**src/rtl/arb_pkg.sv**
```systemverilog
// Shared definitions for the bus arbiter slice.
//   arb_state_e         : FSM state encoding (IDLE / GRANTED / RELEASE)
//   ARB_DEFAULT_TIMEOUT : default watchdog length in granted cycles
//   ARB_MIN_CORES/ARB_MAX_CORES : supported requester count range
package arb_pkg;

    typedef enum logic [1:0] {
        ARB_IDLE    = 2'd0,
        ARB_GRANTED = 2'd1,
        ARB_RELEASE = 2'd2
    } arb_state_e;

    localparam int ARB_DEFAULT_TIMEOUT = 1024;
    localparam int ARB_MIN_CORES       = 2;
    localparam int ARB_MAX_CORES       = 16;

endpackage

```
**src/rtl/rr_priority_pick.sv**
```systemverilog
// Combinational round-robin picker.
// Searches req_i starting at index start_i (wrapping modulo N) and returns
// the first set bit.
//   req_i    : request vector
//   start_i  : index where the search begins (must be < N)
//   found_o  : at least one request is set
//   idx_o    : winner index
//   onehot_o : winner as a one-hot vector (zero when nothing found)
module rr_priority_pick #(
    parameter int N     = 4,
    parameter int IDX_W = $clog2(N)
) (
    input  logic [N-1:0]     req_i,
    input  logic [IDX_W-1:0] start_i,
    output logic             found_o,
    output logic [IDX_W-1:0] idx_o,
    output logic [N-1:0]     onehot_o
);

    logic [2*N-1:0] dbl_req;
    logic [N-1:0]   rot_req;
    logic [IDX_W-1:0] offset;
    logic [IDX_W:0]   sum;

    // Duplicating the vector turns the wrap-around into a plain slice:
    // bit i of rot_req is request (start_i + i) mod N.
    assign dbl_req = {req_i, req_i};
    assign rot_req = dbl_req[start_i +: N];

    // Lowest set bit of the rotated vector; scanning downwards lets the
    // last hit (the lowest index) win without needing an early exit.
    always_comb begin
        found_o = 1'b0;
        offset  = '0;
        for (int i = N - 1; i >= 0; i--) begin
            if (rot_req[i]) begin
                found_o = 1'b1;
                offset  = IDX_W'(i);
            end
        end
    end

    // Undo the rotation; the sum is one bit wider so it cannot overflow
    // before the modulo-N correction.
    always_comb begin
        sum = {1'b0, start_i} + {1'b0, offset};
        if (sum >= (IDX_W+1)'(N)) begin
            sum = sum - (IDX_W+1)'(N);
        end
        idx_o    = sum[IDX_W-1:0];
        onehot_o = found_o ? (N'(1) << idx_o) : '0;
    end

endmodule

```
**src/rtl/bus_arbiter.sv**
```systemverilog
// Round-robin bus arbiter with grant hold and stall watchdog.
// Handshake: a core raises Bus_RQ and keeps it high for as long as it
// needs the bus; the arbiter answers with a registered one-hot Bus_GRANT
// that stays asserted until the owner drops Bus_RQ or the watchdog revokes
// it. Every ownership change passes through one cycle with no grant.
// Ports:
//   clock, reset  : rising-edge clock, synchronous active-high reset
//   Bus_RQ        : per-core request
//   Bus_Ready     : transfer-complete strobe, restarts the watchdog
//   Bus_GRANT     : one-hot grant (registered)
//   Bus_Owner     : index of the current/last grantee (registered)
//   Bus_Busy      : any grant asserted
//   Timeout_Err   : one-cycle pulse when the watchdog revokes a grant
//   dbg_state_o   : current FSM state for observation
module bus_arbiter
    import arb_pkg::*;
#(
    parameter int N_CORES = 4,
    parameter int TIMEOUT = ARB_DEFAULT_TIMEOUT,
    parameter int IDX_W   = $clog2(N_CORES)
) (
    input  logic               clock,
    input  logic               reset,
    input  logic [N_CORES-1:0] Bus_RQ,
    input  logic               Bus_Ready,
    output logic [N_CORES-1:0] Bus_GRANT,
    output logic [IDX_W-1:0]   Bus_Owner,
    output logic               Bus_Busy,
    output logic               Timeout_Err,
    output arb_state_e         dbg_state_o
);

    // The counter only needs to reach TIMEOUT-1; it saturates at all-ones.
    localparam int CNT_W = (TIMEOUT > 2) ? $clog2(TIMEOUT) : 1;
    localparam logic [CNT_W-1:0] CNT_LAST =
        (TIMEOUT > 0) ? CNT_W'(TIMEOUT - 1) : '0;

    arb_state_e           state_q, state_d;
    logic [N_CORES-1:0]   grant_q, grant_d;
    logic [IDX_W-1:0]     owner_q, owner_d;
    logic [IDX_W-1:0]     last_q,  last_d;
    logic [CNT_W-1:0]     cnt_q,   cnt_d;
    logic                 err_q,   err_d;

    logic [IDX_W-1:0]     rr_start;
    logic                 pick_found;
    logic [IDX_W-1:0]     pick_idx;
    logic [N_CORES-1:0]   pick_onehot;

    // Search begins just after the previous owner so it gets lowest priority.
    assign rr_start = (last_q == IDX_W'(N_CORES - 1)) ? '0 : last_q + IDX_W'(1);

    rr_priority_pick #(
        .N     (N_CORES),
        .IDX_W (IDX_W)
    ) u_pick (
        .req_i    (Bus_RQ),
        .start_i  (rr_start),
        .found_o  (pick_found),
        .idx_o    (pick_idx),
        .onehot_o (pick_onehot)
    );

    always_ff @(posedge clock) begin
        if (reset) begin
            state_q <= ARB_IDLE;
            grant_q <= '0;
            owner_q <= '0;
            last_q  <= IDX_W'(N_CORES - 1);
            cnt_q   <= '0;
            err_q   <= 1'b0;
        end else begin
            state_q <= state_d;
            grant_q <= grant_d;
            owner_q <= owner_d;
            last_q  <= last_d;
            cnt_q   <= cnt_d;
            err_q   <= err_d;
        end
    end

    always_comb begin
        state_d = state_q;
        grant_d = grant_q;
        owner_d = owner_q;
        last_d  = last_q;
        cnt_d   = cnt_q;
        err_d   = 1'b0;

        unique case (state_q)
            ARB_IDLE, ARB_RELEASE: begin
                if (pick_found) begin
                    grant_d = pick_onehot;
                    owner_d = pick_idx;
                    cnt_d   = '0;
                    state_d = ARB_GRANTED;
                end else begin
                    grant_d = '0;
                    state_d = ARB_IDLE;
                end
            end

            ARB_GRANTED: begin
                // A dropped request wins over the watchdog, so a release
                // that coincides with the last allowed cycle is not an error.
                if (!Bus_RQ[owner_q]) begin
                    grant_d = '0;
                    last_d  = owner_q;
                    state_d = ARB_RELEASE;
                end else if ((TIMEOUT != 0) && (cnt_q == CNT_LAST) && !Bus_Ready) begin
                    grant_d = '0;
                    err_d   = 1'b1;
                    last_d  = owner_q;
                    state_d = ARB_RELEASE;
                end else if (Bus_Ready) begin
                    cnt_d = '0;
                end else if (cnt_q != '1) begin
                    cnt_d = cnt_q + CNT_W'(1);
                end
            end

            default: begin
                grant_d = '0;
                state_d = ARB_IDLE;
            end
        endcase
    end

    assign Bus_GRANT   = grant_q;
    assign Bus_Owner   = owner_q;
    assign Bus_Busy    = |grant_q;
    assign Timeout_Err = err_q;
    assign dbg_state_o = state_q;

endmodule

```
**config.mk**
```make
export PLATFORM = sky130hd
export DESIGN_NAME = bus_arbiter
export DESIGN_NICKNAME = d
export VERILOG_FILES = /design/src/rtl/arb_pkg.sv /design/src/rtl/rr_priority_pick.sv /design/src/rtl/bus_arbiter.sv
export SDC_FILE = /design/constraint.sdc
export NUM_CORES = 1
export LEC_CHECK = 0
export ABC_CLOCK_PERIOD_IN_PS = 4900
export BUFFER_PORTS_ARGS = -buffer_cell sky130_fd_sc_hd__buf_4
export CAP_MARGIN = 20
export CORE_ASPECT_RATIO = 0.75
export CORE_MARGIN = 1.5
export CORE_UTILIZATION = 48
export CTS_CLUSTER_DIAMETER = 50
export CTS_CLUSTER_SIZE = 40
export DETAILED_ROUTE_END_ITERATION = 8
export PLACE_DENSITY = 0.69
export SLEW_MARGIN = 20
export SYNTH_ARGS = -nofsm -noshare
export SYNTH_HDL_FRONTEND = slang
export SYNTH_SLANG_ARGS = --single-unit
export TNS_END_PERCENT = 20
```
**constraint.sdc**
```tcl
create_clock -name clock -period 4.9 [get_ports clock]
set_input_delay 0 -clock clock [delete_from_list [all_inputs] [get_ports clock]]
set_output_delay 0 -clock clock [all_outputs]
set_load 0.05 [all_outputs]
```
==> impl.org, run 1 <==
** Routing
- The routed layout has 1,075 vias.
- Dividing the detail-routed via count by the number of cells gives 5.72.
- For this block, the initial DRC count from the detailed router was 59.
- Number of antenna-violating nets in the routed design :: 0
- For this run, the detailed router's first-pass iteration total came to 4.
- Total routed wirelength :: 2530 µm
- For this run, design rule violations remaining after detail routing come to 0.
- DR WL/cell :: 13.5 µm

** Final layout
- Leaving out filler cells and counting taps, the final layout contains 188.
- Cells fill 58.2% of the core in the end.
- The number of antenna diodes in the final layout is 0.
- Of the cells placed in the final design, the portion with a size suffix greater than 1 is 18.2%.
- Compared with the post-synthesis result, the final layout area differs by 15.5%.
- Number of nets at the end of the flow :: 165

** GRT
- Antenna violations before repair :: 0
- Global routing finished with a remaining overflow of 0.
- The first global-routing pass estimated 4230 µm of wire.
- Overall routing resource usage :: 20.8%
- Pin count of the biggest net entering global routing :: 19
- Via count of the first global-routing pass :: 930

** Power and ir drop
- Ratio of total power to cell area :: 338 nW/µm²
- Total power draw :: 0.451 mW
- Peak supply drop :: 0.182 mV
- Summed over all cells, the static leakage comes to 0.502 nW.

** Logic synthesis
- Yosys printed 0 warnings.
- Top cells by area, synth :: sky130_fd_sc_hd__dfxtp_1, sky130_fd_sc_hd__a21oi_1, sky130_fd_sc_hd__nor2_1, sky130_fd_sc_hd__nand2b_1, sky130_fd_sc_hd__nor3_1
- For this run, asynchronously set or reset flops after synthesis account for 0%.
- Summing the sequential cell areas from Yosys gives 36.4% of the chip area.
- Area share of the largest cell type after synthesis :: 36.4%
- Yosys reg bits :: 21
- Of all cell types, the one taking the most synthesized area is sky130_fd_sc_hd__dfxtp_1.
- Syn Nets :: 147
- Averaged over all synthesized cells, the footprint is 8.42 µm².
- After synthesis, the netlist uses 38 different library cells.
- Yosys mapped a number of flops with a built-in enable equal to 0.
- The most used flip-flop cell after synthesis is sky130_fd_sc_hd__dfxtp_1.
- The mapped netlist covers 1150 µm².
- Synthesis produced a netlist whose cell count is 137.

** Critical path
- Counting cells, the worst reg-to-reg path comes to 9.
- Worst-path cell with the longest stage delay :: sky130_fd_sc_hd__ha_1
- Worst setup slack for register-to-register paths :: 2810 ps
- The largest single stage delay on the critical path is 390 ps.
- Required time of the critical path :: 5110 ps
- In this run the worst path has a maximum fanout of 6.
- Startpoint class of the critical path :: flop
- Arrival time of the worst setup path :: 2300 ps
- Most repeated library cell on the critical path :: sky130_fd_sc_hd__a21oi_1
- The endpoint identified for the worst register-to-register timing path is Bus_GRANT[1]$_SDFFE_PP0P_.
- The signal on the critical path passes through ha_1 > nand2_1 > a21oi_1 > nor2_1 > a21oi_1 > a21oi_1 > ha_1 > xnor2_2 > a32o_1.
- The startpoint identified for the worst register-to-register timing path is last_q[0]$_SDFFE_PP1P_.
- STA classifies the critical path endpoint as a flop.
- The critical path is of the reg -> reg type.

** CTS
- The later pin in the worst-skew pair is clocked with a latency of 310 ps.
- CTS buffer count :: 3
- CTS built an H-tree with a depth of 1.
- Once the clock tree was built, the setup fixing pass inserted 0 buffers.
- Clock transition at the register clock pins on the worst setup and hold paths after CTS :: 110 ps
- Sink Count :: 21
- TritonCTS clock tree :: done
- Clock root buffer master :: sky130_fd_sc_hd__clkbuf_4
- Bufs on Longest Clock Path :: 2

** Worst hold path
- The worst hold path belongs to the class in -> reg.
- Capture endpoint of the worst hold path :: Bus_GRANT[2]$_SDFFE_PP0P_
- Launch instance of the worst min-delay path :: Bus_RQ[1]
- The worst hold path was traced through 4 stages.

** STA
- The count of final max-slew check failures is 0.
- Total count of hold-check failures in the final report :: 0
- Setup violation total in the final timing report :: 0
- RSZ-0062 raised after global routing :: false
- Final Critical Period :: 2090 ps
- Part of the cycle the worst path needs :: 42.6%
- Headroom to the max-slew limit came out at 68.2%.
- Clock skew after layout :: 4.80 ps
- For the pin with the worst max-slew slack, the measured transition is 473 ps.
- Setup TNS after final layout :: 0 ps
- Achievable frequency :: 0.479 GHz

** Floorplan
- Chip Height :: 45.5 µm
- Area of the core :: 2290 µm²
- Width of the die :: 59.6 µm
- The floorplan has 15 rows.
- Initial standard-cell utilization of the core :: 50.4%
- Top-Level Pins :: 17
- Floorplan die area :: 2710 µm²

** Placed design
- Input and output buffers added on the ports amount to 16.
- Final weighted congestion in routability-driven placement :: 0.867
- Placed Cells incl. Taps :: 183
- HPWL after detailed placement :: 1900 µm

** Status
- The run finished with clean final reports.

** Job
- Across the run, the number of max-cap violations was 0.
[where the power goes]
| group | internal [mW] | switching [mW] | total, mW |
|---|---|---|---|
| registers | 0.183 | 0.0132 | 0.196 |
| logic | 0.0618 | 0.110 | 0.171 |
| clock network | 0.0318 | 0.0514 | 0.0832 |
| total | 0.277 | 0.174 | 0.451 |
[Yosys cell counts (all sizes together), types with 2 or more instances]
master	count
o21a	2
a32o	2
a211oi	2
o21ai	7
nand2	10
nor3	8
a2bb2oi	2
nand3b	2
nor2b	2
nor2	14
o32ai	4
o22ai	2
nand3	3
inv	3
or2	4
nand2b	7
buf	2
ha	3
and3	3
a21oi	12
a211o	3
nand4	3
dfxtp	21
clkbuf	3
or3	3
[critical path: cells and delay by family, from the launching register on]
family,cells,cell delay (ps)
fa+ha+maj,2,620
compound gates,4,620
flops,1,380
simple gates,2,190
xor+xnor,1,180
[worst max-delay path by stage]
stage,from,end,slack [ps],cells past startpoint
after global placement,last_q[0]$_SDFFE_PP1P_,Bus_GRANT[1]$_SDFFE_PP0P_,2910,6
after global routing,last_q[0]$_SDFFE_PP1P_,Bus_GRANT[0]$_SDFFE_PP0P_,2640,9
after CTS,last_q[0]$_SDFFE_PP1P_,Bus_GRANT[1]$_SDFFE_PP0P_,2820,9
final,last_q[0]$_SDFFE_PP1P_,Bus_GRANT[1]$_SDFFE_PP0P_,2810,9
after floorplan,Bus_Owner[0]$_SDFFE_PP0P_,cnt_q[6]$_SDFFE_PP0P_,2850,5
after detailed placement,last_q[0]$_SDFFE_PP1P_,Bus_GRANT[1]$_SDFFE_PP0P_,2850,9
[routing by layer]
| layer | up-vias | part of all wire (%) | global-route usage (%) |
|---|---|---|---|
| met5 | - | 0 | 0 |
| met4 | 0 | 0.32 | 2.67 |
| met3 | 2 | 5.6 | 6.25 |
| met2 | 33 | 42 | 30.3 |
| met1 | 495 | 52 | 31.3 |
| li1 | 545 | - | - |
[cell families (layout without fill, tap and decap cells)]
group                      count (synthesis)  in the layout  share of synthesized area (%)
and+or+nand+nor                           62             62                           28.4
muxes                                      1              1                           1.95
xor gates and xnor gates                   1              1                           1.41
adders and majority gates                  4              4                           4.12
DFF                                       21             21                           36.4
AOI/OAI and AO/OA                         40             40                           24.3
buffers and inverters                      8             25                           3.36
[area by class of cell]
type	count	area, µm²
fillers	221	957
inverters	3	11.3
clock buffers	4	26.3
flip-flops and latches	21	420
multi-input cells	108	694
well taps	34	42.5
repair buffers	18	138
[stage by stage]
step	cell area (µm²)	hold WS [ps]	setup slack, ps
6_report	1330	140	2810
5_1_grt	1330	144	2640
4_1_cts	1330	130	2820
3_5_place_dp	1300	307	2850
3_3_place_gp	1300	300	2910
2_1_floorplan	1150	256	2850
[registers in the layout, indices dropped and copies added, names as in the netlist]
| register | cells |
|---|---|
| cnt_q | 10 |
| Timeout_Err | 1 |
| Bus_GRANT | 4 |
| dbg_state_o | 2 |
| Bus_Owner | 2 |
| last_q | 2 |
[placed cells by master (no fill, tap or decap), types with 4 or more instances in the layout]
master and n:
sky130_fd_sc_hd__nor2_1 14, sky130_fd_sc_hd__o21ai_0 6, sky130_fd_sc_hd__nand2_1 10, sky130_fd_sc_hd__o32ai_1 4, sky130_fd_sc_hd__a21oi_1 12, sky130_fd_sc_hd__nand2b_1 7, sky130_fd_sc_hd__dfxtp_1 21, sky130_fd_sc_hd__nor3_1 8
sky130_fd_sc_hd__buf_4 17
[timing repair]
item,4_1_cts,5_1_grt
hold endpoints to repair,3,0
gates resized for setup,0,0
hold buffers,1,0
No activity file was read; power rests on OpenSTA's default activity.
==> run 2, diff against run 1 <==
--- a/config.mk
+++ b/config.mk
@@ -5,7 +5,8 @@
 export SDC_FILE = /design/constraint.sdc
 export NUM_CORES = 1
 export LEC_CHECK = 0
-export ABC_CLOCK_PERIOD_IN_PS = 4900
+export ABC_AREA = 1
+export ABC_CLOCK_PERIOD_IN_PS = 2100
 export BUFFER_PORTS_ARGS = -buffer_cell sky130_fd_sc_hd__buf_4
 export CAP_MARGIN = 20
 export CORE_ASPECT_RATIO = 0.75
@@ -14,7 +15,7 @@
 export CTS_CLUSTER_DIAMETER = 50
 export CTS_CLUSTER_SIZE = 40
 export DETAILED_ROUTE_END_ITERATION = 8
-export PLACE_DENSITY = 0.69
+export PLACE_DENSITY = 0.68
 export SLEW_MARGIN = 20
 export SYNTH_ARGS = -nofsm -noshare
 export SYNTH_HDL_FRONTEND = slang
==> constraint.sdc (replaced) <==
create_clock -name clock -period 2.1 [get_ports clock]
set_input_delay 0 -clock clock [delete_from_list [all_inputs] [get_ports clock]]
set_output_delay 0 -clock clock [all_outputs]
set_load 0.05 [all_outputs]
==> run 2 against run 1 <==
Effect of this change:
- via count rose by 23%
- cell count rose by 41%
- sequential share of layout area fell by 5.9 points
- first-iteration DRC count rose by 69%
- critical path depth rose by 8
- utilization rose by 4.8 points
- design area rose by 24%
- synthesized cell count rose by 48%
- fmax rose by 0.17%
- combinational power rose to 9.1 times the previous value
- sequential cell count did not move
- largest cell class unchanged
- largest power group is now combinational logic
==> impl.org, run 2 <==
** Status
- Run status :: complete, no violations

** Logic synthesis
- Top cells by area, synth :: sky130_fd_sc_hd__dfxtp_1, sky130_fd_sc_hd__nand2_1, sky130_fd_sc_hd__inv_1, sky130_fd_sc_hd__nand3_1, sky130_fd_sc_hd__nor2_1
- Count of flip-flops with a built-in enable after synthesis :: 0
- Sequential elements use 31.5% of the synthesized area.
- The synthesized netlist contains 27 unique library cells.
- Mean instance size in the synthesized netlist :: 6.58 µm²
- Synthesis handed over a netlist of 203 instances.
- Async SR Flop Fraction :: 0%
- Counting flops and latches in the post-synthesis netlist gives 21.
- For this run, the number of Yosys warnings is 0.
- Of the post-synthesis cell area, the dominant cell type holds 31.5%.
- The number of nets handed over by synthesis was 213.
- The cell area that synthesis handed to floorplanning was 1340 µm².
- Cell type contributing the most total cell area after synthesis :: sky130_fd_sc_hd__dfxtp_1
- Among all flip-flop cells after synthesis, the most frequent one is sky130_fd_sc_hd__dfxtp_1.
- Count leader, synth :: sky130_fd_sc_hd__nand2_1
- By count the netlist is led by sky130_fd_sc_hd__nand2_1, sky130_fd_sc_hd__inv_1, sky130_fd_sc_hd__nor2_1, sky130_fd_sc_hd__dfxtp_1, sky130_fd_sc_hd__nand3_1.

** Final layout
- Top reg by flops :: cnt_q
- Synth-to-Final Area Change :: 23.6%
- Number of antenna diodes :: 0
- Final cell count without fillers :: 265
- The register with the most flip-flops in the layout has 10 of them.
- In the layout the commonest cells are sky130_fd_sc_hd__nand2_1, sky130_fd_sc_hd__inv_1, sky130_fd_sc_hd__buf_4.
- After the last flow step, the layout net total stands at 240.
- Leading cell type in the layout, fill and taps excluded :: sky130_fd_sc_hd__nand2_1
- Cells with a size suffix above 1 make up 28.8% of the layout.

** Floorplan
- Area of the core :: 2620 µm²
- Floorplan die area :: 3110 µm²
- Chip Height :: 48.7 µm
- The initialized floorplan defines 16 standard-cell rows.
- In this run the horizontal extent of the chip is 63.9 µm.
- Initial standard-cell utilization of the core :: 51.0%
- During I/O placement, the number of pins put on the boundary was 17.

** GRT
- Pin count of the biggest net entering global routing :: 16
- Global routing consumed, over all layers together, 20.0% of the routing resources.
- Global-route wire length before repair :: 5070 µm
- Antenna violations before repair :: 0
- The number of global-route vias before repair was 1,200.
- Gr ovfl total :: 0

** STA
- At the pin with the least slew margin, the transition time is 502 ps.
- Total count of hold-check failures in the final report :: 0
- Achievable frequency :: 0.480 GHz
- Headroom to the max-slew limit came out at 66.5%.
- The worst path needs 2080 ps of the cycle, external delays included.
- Setup total negative slack on the finished layout was measured at 0 ps.
- Setup repair after global routing could not meet its margin everywhere.
- Setup violations remaining at the end of the flow were counted as 0.
- Clock skew after layout :: 6.51 ps
- Total count of max-transition violations in the final report :: 0
- Part of the cycle the worst path needs :: 99.3%

** CTS
- Sink Count :: 21
- TritonCTS built the clock tree.
- For the worst-skew pair, the clock arrives at the later sink with an insertion delay of 260 ps.
- Bufs on Longest Clock Path :: 2
- CTS buffer count :: 3
- # H-tree levels :: 1
- CTS placed an instance of sky130_fd_sc_hd__clkbuf_8 at the clock tree root.
- After clock tree synthesis, the clock-pin slew on the worst setup and hold paths is 80 ps.

** Critical path
- By startpoint and endpoint, the worst setup path is classified as reg -> reg.
- Along the worst path, the maximum fanout reaches 6.
- In this run the worst setup path begins at last_q[0]$_SDFFE_PP1P_.
- Required time of the critical path :: 2300 ps
- Counting cells, the worst reg-to-reg path comes to 17.
- At the worst endpoint, the arrival time is 2280 ps.
- The most critical setup path has its endpoint at Bus_GRANT[0]$_SDFFE_PP0P_.
- Critical R2R Capture :: Bus_GRANT[0]$_SDFFE_PP0P_
- STA classifies the critical path startpoint as a flop.
- STA classifies the critical path endpoint as a flop.
- Worst setup slack for register-to-register paths :: 20 ps
- In this run the critical register-to-register path is launched from last_q[0]$_SDFFE_PP1P_.

** Placed design
- The congestion estimate from routability-driven global placement came to 0.876.
- Input and output buffers added on the ports amount to 16.
- Detailed placement finished with a half-perimeter wire length of 2250 µm.
- Including well taps, the total number of placed cells is 258.

** Routing
- The routed design has 2980 µm of wire.
- Dividing the detail-routed wire length by the instance count gives 11.3 µm.
- Before antenna repair, the detailed router went through 4 iterations.
- Post-route DRC :: 0
- The first routing iteration left 100 violations.
- Vias post-DR :: 1,323
- The detail route stage leaves a number of antenna-violating nets equal to 0.
- Average vias per placed instance :: 4.99

** Power and ir drop
- Peak supply drop :: 0.695 mV
- For this design the static power due to leakage is 0.778 nW.
- In this run the power density over the cells is 1480 nW/µm².
- Total power draw :: 2.44 mW

** Job
- Max-cap violations in this run came to 0.

** Worst hold path
- The tightest min-delay check is of the in -> reg type.
- The startpoint identified for the worst hold timing path is Bus_Ready.
==> run 2: cell count changes in the layout (fill, tap and decap cells not counted), sizes merged, moves of 3 or more <==
cell,delta
a211o,-3
a21oi,+4
and3,-3
buf,+8
inv,+28
nand2,+48
nand2b,-7
nand3,+21
nor2,+11
nor3,-6
o21ai,+4
o32ai,-4
or2,-4
or3,-3
==> run 2: stage by stage <==
| step | worst slack, ps | hold slack [ps] | cell area, µm² | util, % |
|---|---|---|---|---|
| final | 15.3 | 60.5 | 1650 | 63.0 |
| after global routing | -123 | 99.8 | 1650 | 63.0 |
| after global placement | 41.6 | 245 | 1530 | 58.3 |
| after detailed placement | -48.7 | 246 | 1530 | 58.3 |
| after CTS | 9.59 | 54.5 | 1590 | 60.6 |
| after floorplan | 12.5 | 196 | 1340 | - |
==> run 2: layer usage <==
| layer | GRT usage (%) | up-vias | wire length (µm) |
|---|---|---|---|
| met5 | 0 | - | 0 |
| met1 | 28.3 | 591 | 1480 |
| met3 | 4.42 | 0 | 183 |
| li1 | - | 697 | - |
| met2 | 31.6 | 35 | 1320 |
| met4 | 3.26 | 0 | 0 |
==> run 2: cell families after synthesis <==
family	synth area share [%]
AO/OA/AOI/OAI	12.9
XOR/XNOR	1.31
adder cells (fa/ha/maj)	2.81
buffers and inverters	10.5
flip-flops	31.5
AND/OR/NAND/NOR	41.0
==> run 2: where the power goes <==
group,internal [mW],switching [mW],total (mW)
Combinational,0.560,0.995,1.55
Clock,0.135,0.129,0.264
Sequential,0.509,0.108,0.617
==> run 2: timing repair <==
item,CTS,global route
pin swaps,1,11
endpoints found under the setup margin,5,13
endpoints found under the hold margin,7,0
setup buffers,0,2
hold buffers,1,0
resized for setup,2,13
==> run 2: area by class of cell <==
type / instances / area (µm²)
Tap cell: 36 / 45.0
Timing Repair Buffer: 26 / 198
Clock buffer: 4 / 45.0
Sequential cell: 21 / 423
Multi-Input combinational cell: 147 / 825
Inverter: 31 / 116
Fill cell: 245 / 971
==> run 2: worst min path at each step <==
stage / end / slack [ps] / cells after the start
global route: Timeout_Err$_SDFF_PP0_ / 100 / 4
CTS: Timeout_Err$_SDFF_PP0_ / 50 / 4
floorplan: Timeout_Err$_SDFF_PP0_ / 200 / 3
global placement: Bus_GRANT[0]$_SDFFE_PP0P_ / 240 / 2
finish: Timeout_Err$_SDFF_PP0_ / 60 / 4
detailed placement: Bus_Owner[1]$_SDFFE_PP0P_ / 250 / 2
==> run 2: worst max-delay path, cell delays in order (launching register included) <==
cell and delay (ps):
sky130_fd_sc_hd__dfxtp_2 340, sky130_fd_sc_hd__ha_4 170, sky130_fd_sc_hd__nor2_4 180, sky130_fd_sc_hd__nand2_2 110, sky130_fd_sc_hd__nand3_1 110, sky130_fd_sc_hd__nand2_1 60, sky130_fd_sc_hd__nand2_1 60, sky130_fd_sc_hd__nand2_1 70
sky130_fd_sc_hd__nand2_1 80, sky130_fd_sc_hd__inv_1 50, sky130_fd_sc_hd__ha_2 180, sky130_fd_sc_hd__xor2_2 160, sky130_fd_sc_hd__inv_1 70, sky130_fd_sc_hd__nand3_2 90, sky130_fd_sc_hd__nand2_4 60, sky130_fd_sc_hd__inv_2 50
sky130_fd_sc_hd__nand3_1 60, sky130_fd_sc_hd__a21oi_1 140
==> run 3, diff against run 2 <==
--- a/config.mk
+++ b/config.mk
@@ -15,6 +15,7 @@
 export CTS_CLUSTER_DIAMETER = 50
 export CTS_CLUSTER_SIZE = 40
 export DETAILED_ROUTE_END_ITERATION = 8
+export HOLD_SLACK_MARGIN = 0.1
 export PLACE_DENSITY = 0.68
 export SLEW_MARGIN = 20
 export SYNTH_ARGS = -nofsm -noshare
==> run 3 against run 2 <==
Effect of this change:
- cell count up 0.38%
- clock skew barely moved
- highest routed layer is now met4
- fmax fell by 0.49%
- utilization up 0.38 points
- wire length hardly changed
- register-to-register slack is essentially flat
- non-clock buffer count up 1
- global-route usage barely moved
- power barely moved
- sequential power barely moved
- critical endpoint unchanged
- sequential share of layout area is 0.15 points lower
==> impl.org, run 3 (synthesis results as in run 2) <==
** STA
- Total count of max-transition violations in the final report :: 0
- Setup violation total in the final timing report :: 0
- The clock arrives with 6.57 ps of skew.
- Setup repair after global routing could not meet its margin everywhere.
- At the pin with the least slew margin, the transition time is 507 ps.
- The hold violation total from the final report was 0.
- Worst max-slew margin expressed relative to the limit :: 66.2%
- Setup slack on the critical path of the routed design comes to 5.02 ps.
- Based on the critical path, the design can be clocked at up to 0.477 GHz.
- Part of the cycle the worst path needs :: 99.8%
- Setup TNS after final layout :: 0 ps
- Final Critical Period :: 2090 ps

** Routing
- Average vias per placed instance :: 4.98
- Total routed wirelength :: 2980 µm
- Number of antenna-violating nets in the routed design :: 0
- Post-route DRC :: 0
- Across all layers, the routed design uses 1,325 vias.
- After detailed routing, the average wire length per cell comes to 11.2 µm.
- Initial drt markers :: 82
- Count of TritonRoute iterations in the first routing pass :: 4

** Power and ir drop
- In this run the power density over the cells is 1470 nW/µm².
- The analysis attributes to cell leakage a power of 0.782 nW.
- Total power for the finished layout comes to 2.43 mW.
- Across the VDD grid, the largest voltage drop is 0.696 mV.

** Final layout
- Top reg by flops :: cnt_q
- Leaving out fill and tap cells, the most frequent cells in the layout are sky130_fd_sc_hd__nand2_1, sky130_fd_sc_hd__inv_1, sky130_fd_sc_hd__buf_4.
- End-of-flow core utilization :: 63.4%
- The register with the most flip-flops in the layout has 10 of them.
- The filler cells instantiated in the layout total 244.
- Number of nets at the end of the flow :: 241
- Final cell count without fillers :: 266
- The repair_antennas step left the layout with diodes totalling 0.
- Of the cells placed in the final design, the portion with a size suffix greater than 1 is 28.7%.
- Synth-to-Final Area Change :: 24.3%
- The library cell used most frequently in the layout, excluding fill and tap cells, is sky130_fd_sc_hd__nand2_1.

** CTS
- Bufs on Longest Clock Path :: 2
- Insertion delay of the later-clocked pin in the worst-skew pair :: 260 ps
- CTS buffer count :: 3
- In this run the clock root is driven by a sky130_fd_sc_hd__clkbuf_8.
- In this run the number of H-tree levels came out at 1.
- TritonCTS clock tree :: done
- Clock transition at the register clock pins on the worst setup and hold paths after CTS :: 80 ps
- Sink Count :: 21

** Critical path
- The worst setup path is launched from a flop.
- Required time of the critical path :: 2300 ps
- Maximum fanout count along the critical path :: 6
- The worst setup path is of the reg -> reg kind.
- CP max stage delay :: 340 ps
- Arrival time of the worst setup path :: 2290 ps
- The slowest stage of the critical path belongs to the cell sky130_fd_sc_hd__dfxtp_2.
- Traced cell by cell, the critical path runs through ha_4 > nor2_4 > nand2_2 > nand3_1 > nand2_1 > nand2_1 > nand2_1 > nand2_1 > inv_1 > ha_2 > xor2_2 > inv_1 > nand3_2 > nand2_4 > inv_2 > nand3_1 > a21oi_1.
- Worst-case reg-to-reg path depth :: 17
- The most numerous cell type found on the critical path is sky130_fd_sc_hd__nand2_1.
- The worst register-to-register path has a setup slack of 5 ps.
- The worst setup path is captured at a flop.

** Floorplan
- Chip Height :: 48.7 µm
- Area of the core :: 2620 µm²
- From left edge to right edge, the die measures 63.9 µm.
- In this run the count of I/O pins placed on the die edge is 17.
- Initial standard-cell utilization of the core :: 51.0%
- Floorplan die area :: 3110 µm²
- Number of standard-cell rows in the floorplan :: 16

** GRT
- Antenna violations before repair :: 0
- Gr ovfl total :: 0
- Global routing used 20.0% of the available tracks across all layers.
- The number of global-route vias before repair is 1,202.
- Global-route wire length before repair :: 5090 µm
- Entering global routing, the biggest net connects 16 pins.

** Status
- The run finished with clean final reports.

** Placed design
- Count of buffers from port buffering :: 16
- Place WS :: -48.7 ps
- The HPWL after detailed placement is 2250 µm.
- Including well taps, the total number of placed cells is 258.
- Routability-driven placement finished with a final weighted congestion of 0.876.

** Worst hold path
- Hold/Removal Path Class :: in -> reg
- The worst hold path was traced through 7 stages.

** Job
- Number of max-capacitance violations reported :: 0
==> run 3: cell types whose count changed in the layout (fill, tap and decap cells not counted), sizes merged <==
| cell | delta |
|---|---|
| dlygate4sd3 | +1 |
==> run 3: worst paths after layout <==
path                             startpoint                         to
setup / recovery     last_q[0]$_SDFFE_PP1P_  Bus_GRANT[0]$_SDFFE_PP0P_
hold reg to reg   Bus_GRANT[2]$_SDFFE_PP0P_  Bus_GRANT[2]$_SDFFE_PP0P_
hold / removal                    Bus_RQ[2]     Timeout_Err$_SDFF_PP0_
setup reg to reg     last_q[0]$_SDFFE_PP1P_  Bus_GRANT[0]$_SDFFE_PP0P_
==> run 3: critical path: cells and delay by family (launching register included) <==
family	cells	cell delay (ps)
and+or+nand+nor	10	880
xor gates and xnor gates	1	160
buffers and inverters	3	170
DFF	1	340
AOI/OAI and AO/OA	1	140
adders and majority gates	2	350
==> run 3: per-layer routing <==
layer  vias up  track usage [%]  wire [µm]
met5         -                0          0
met4         0             3.26          9
met3         2             4.42        158
met2        28             31.6       1310
met1       595             28.4       1500
li1        700                -          -
==> run 3: metrics by stage <==
stage,area [µm²],hold WS (ps)
6_report,1660,309
5_1_grt,1660,371
4_1_cts,1600,312
3_5_place_dp,1530,246
3_3_place_gp,1530,245
2_1_floorplan,1340,196
==> run 3: final cells by class <==
cell class | instances | area (µm²) | share of cell area (%)
inverter | 31 | 116 | 7.00
sequential | 21 | 423 | 25.5
timing repair buffer | 27 | 208 | 12.5
tap | 36 | 45.0 | 2.71
multi-input combinational | 147 | 825 | 49.6
clock buffer | 4 | 45.0 | 2.71
==> run 3: power by group <==
group	internal (mW)	leakage [nW]	total [mW]	switching, mW
Sequential	0.509	0.171	0.615	0.106
Clock	0.135	0.0228	0.265	0.129
Combinational	0.561	0.588	1.56	0.994
==> run 3: repair_timing <==
item,in CTS,in global routing
pin swaps,1,11
endpoints found under the hold margin,9,0
resized for setup,2,13
hold buffers,2,0
buffers inserted,0,2
endpoints found under the setup margin,5,13
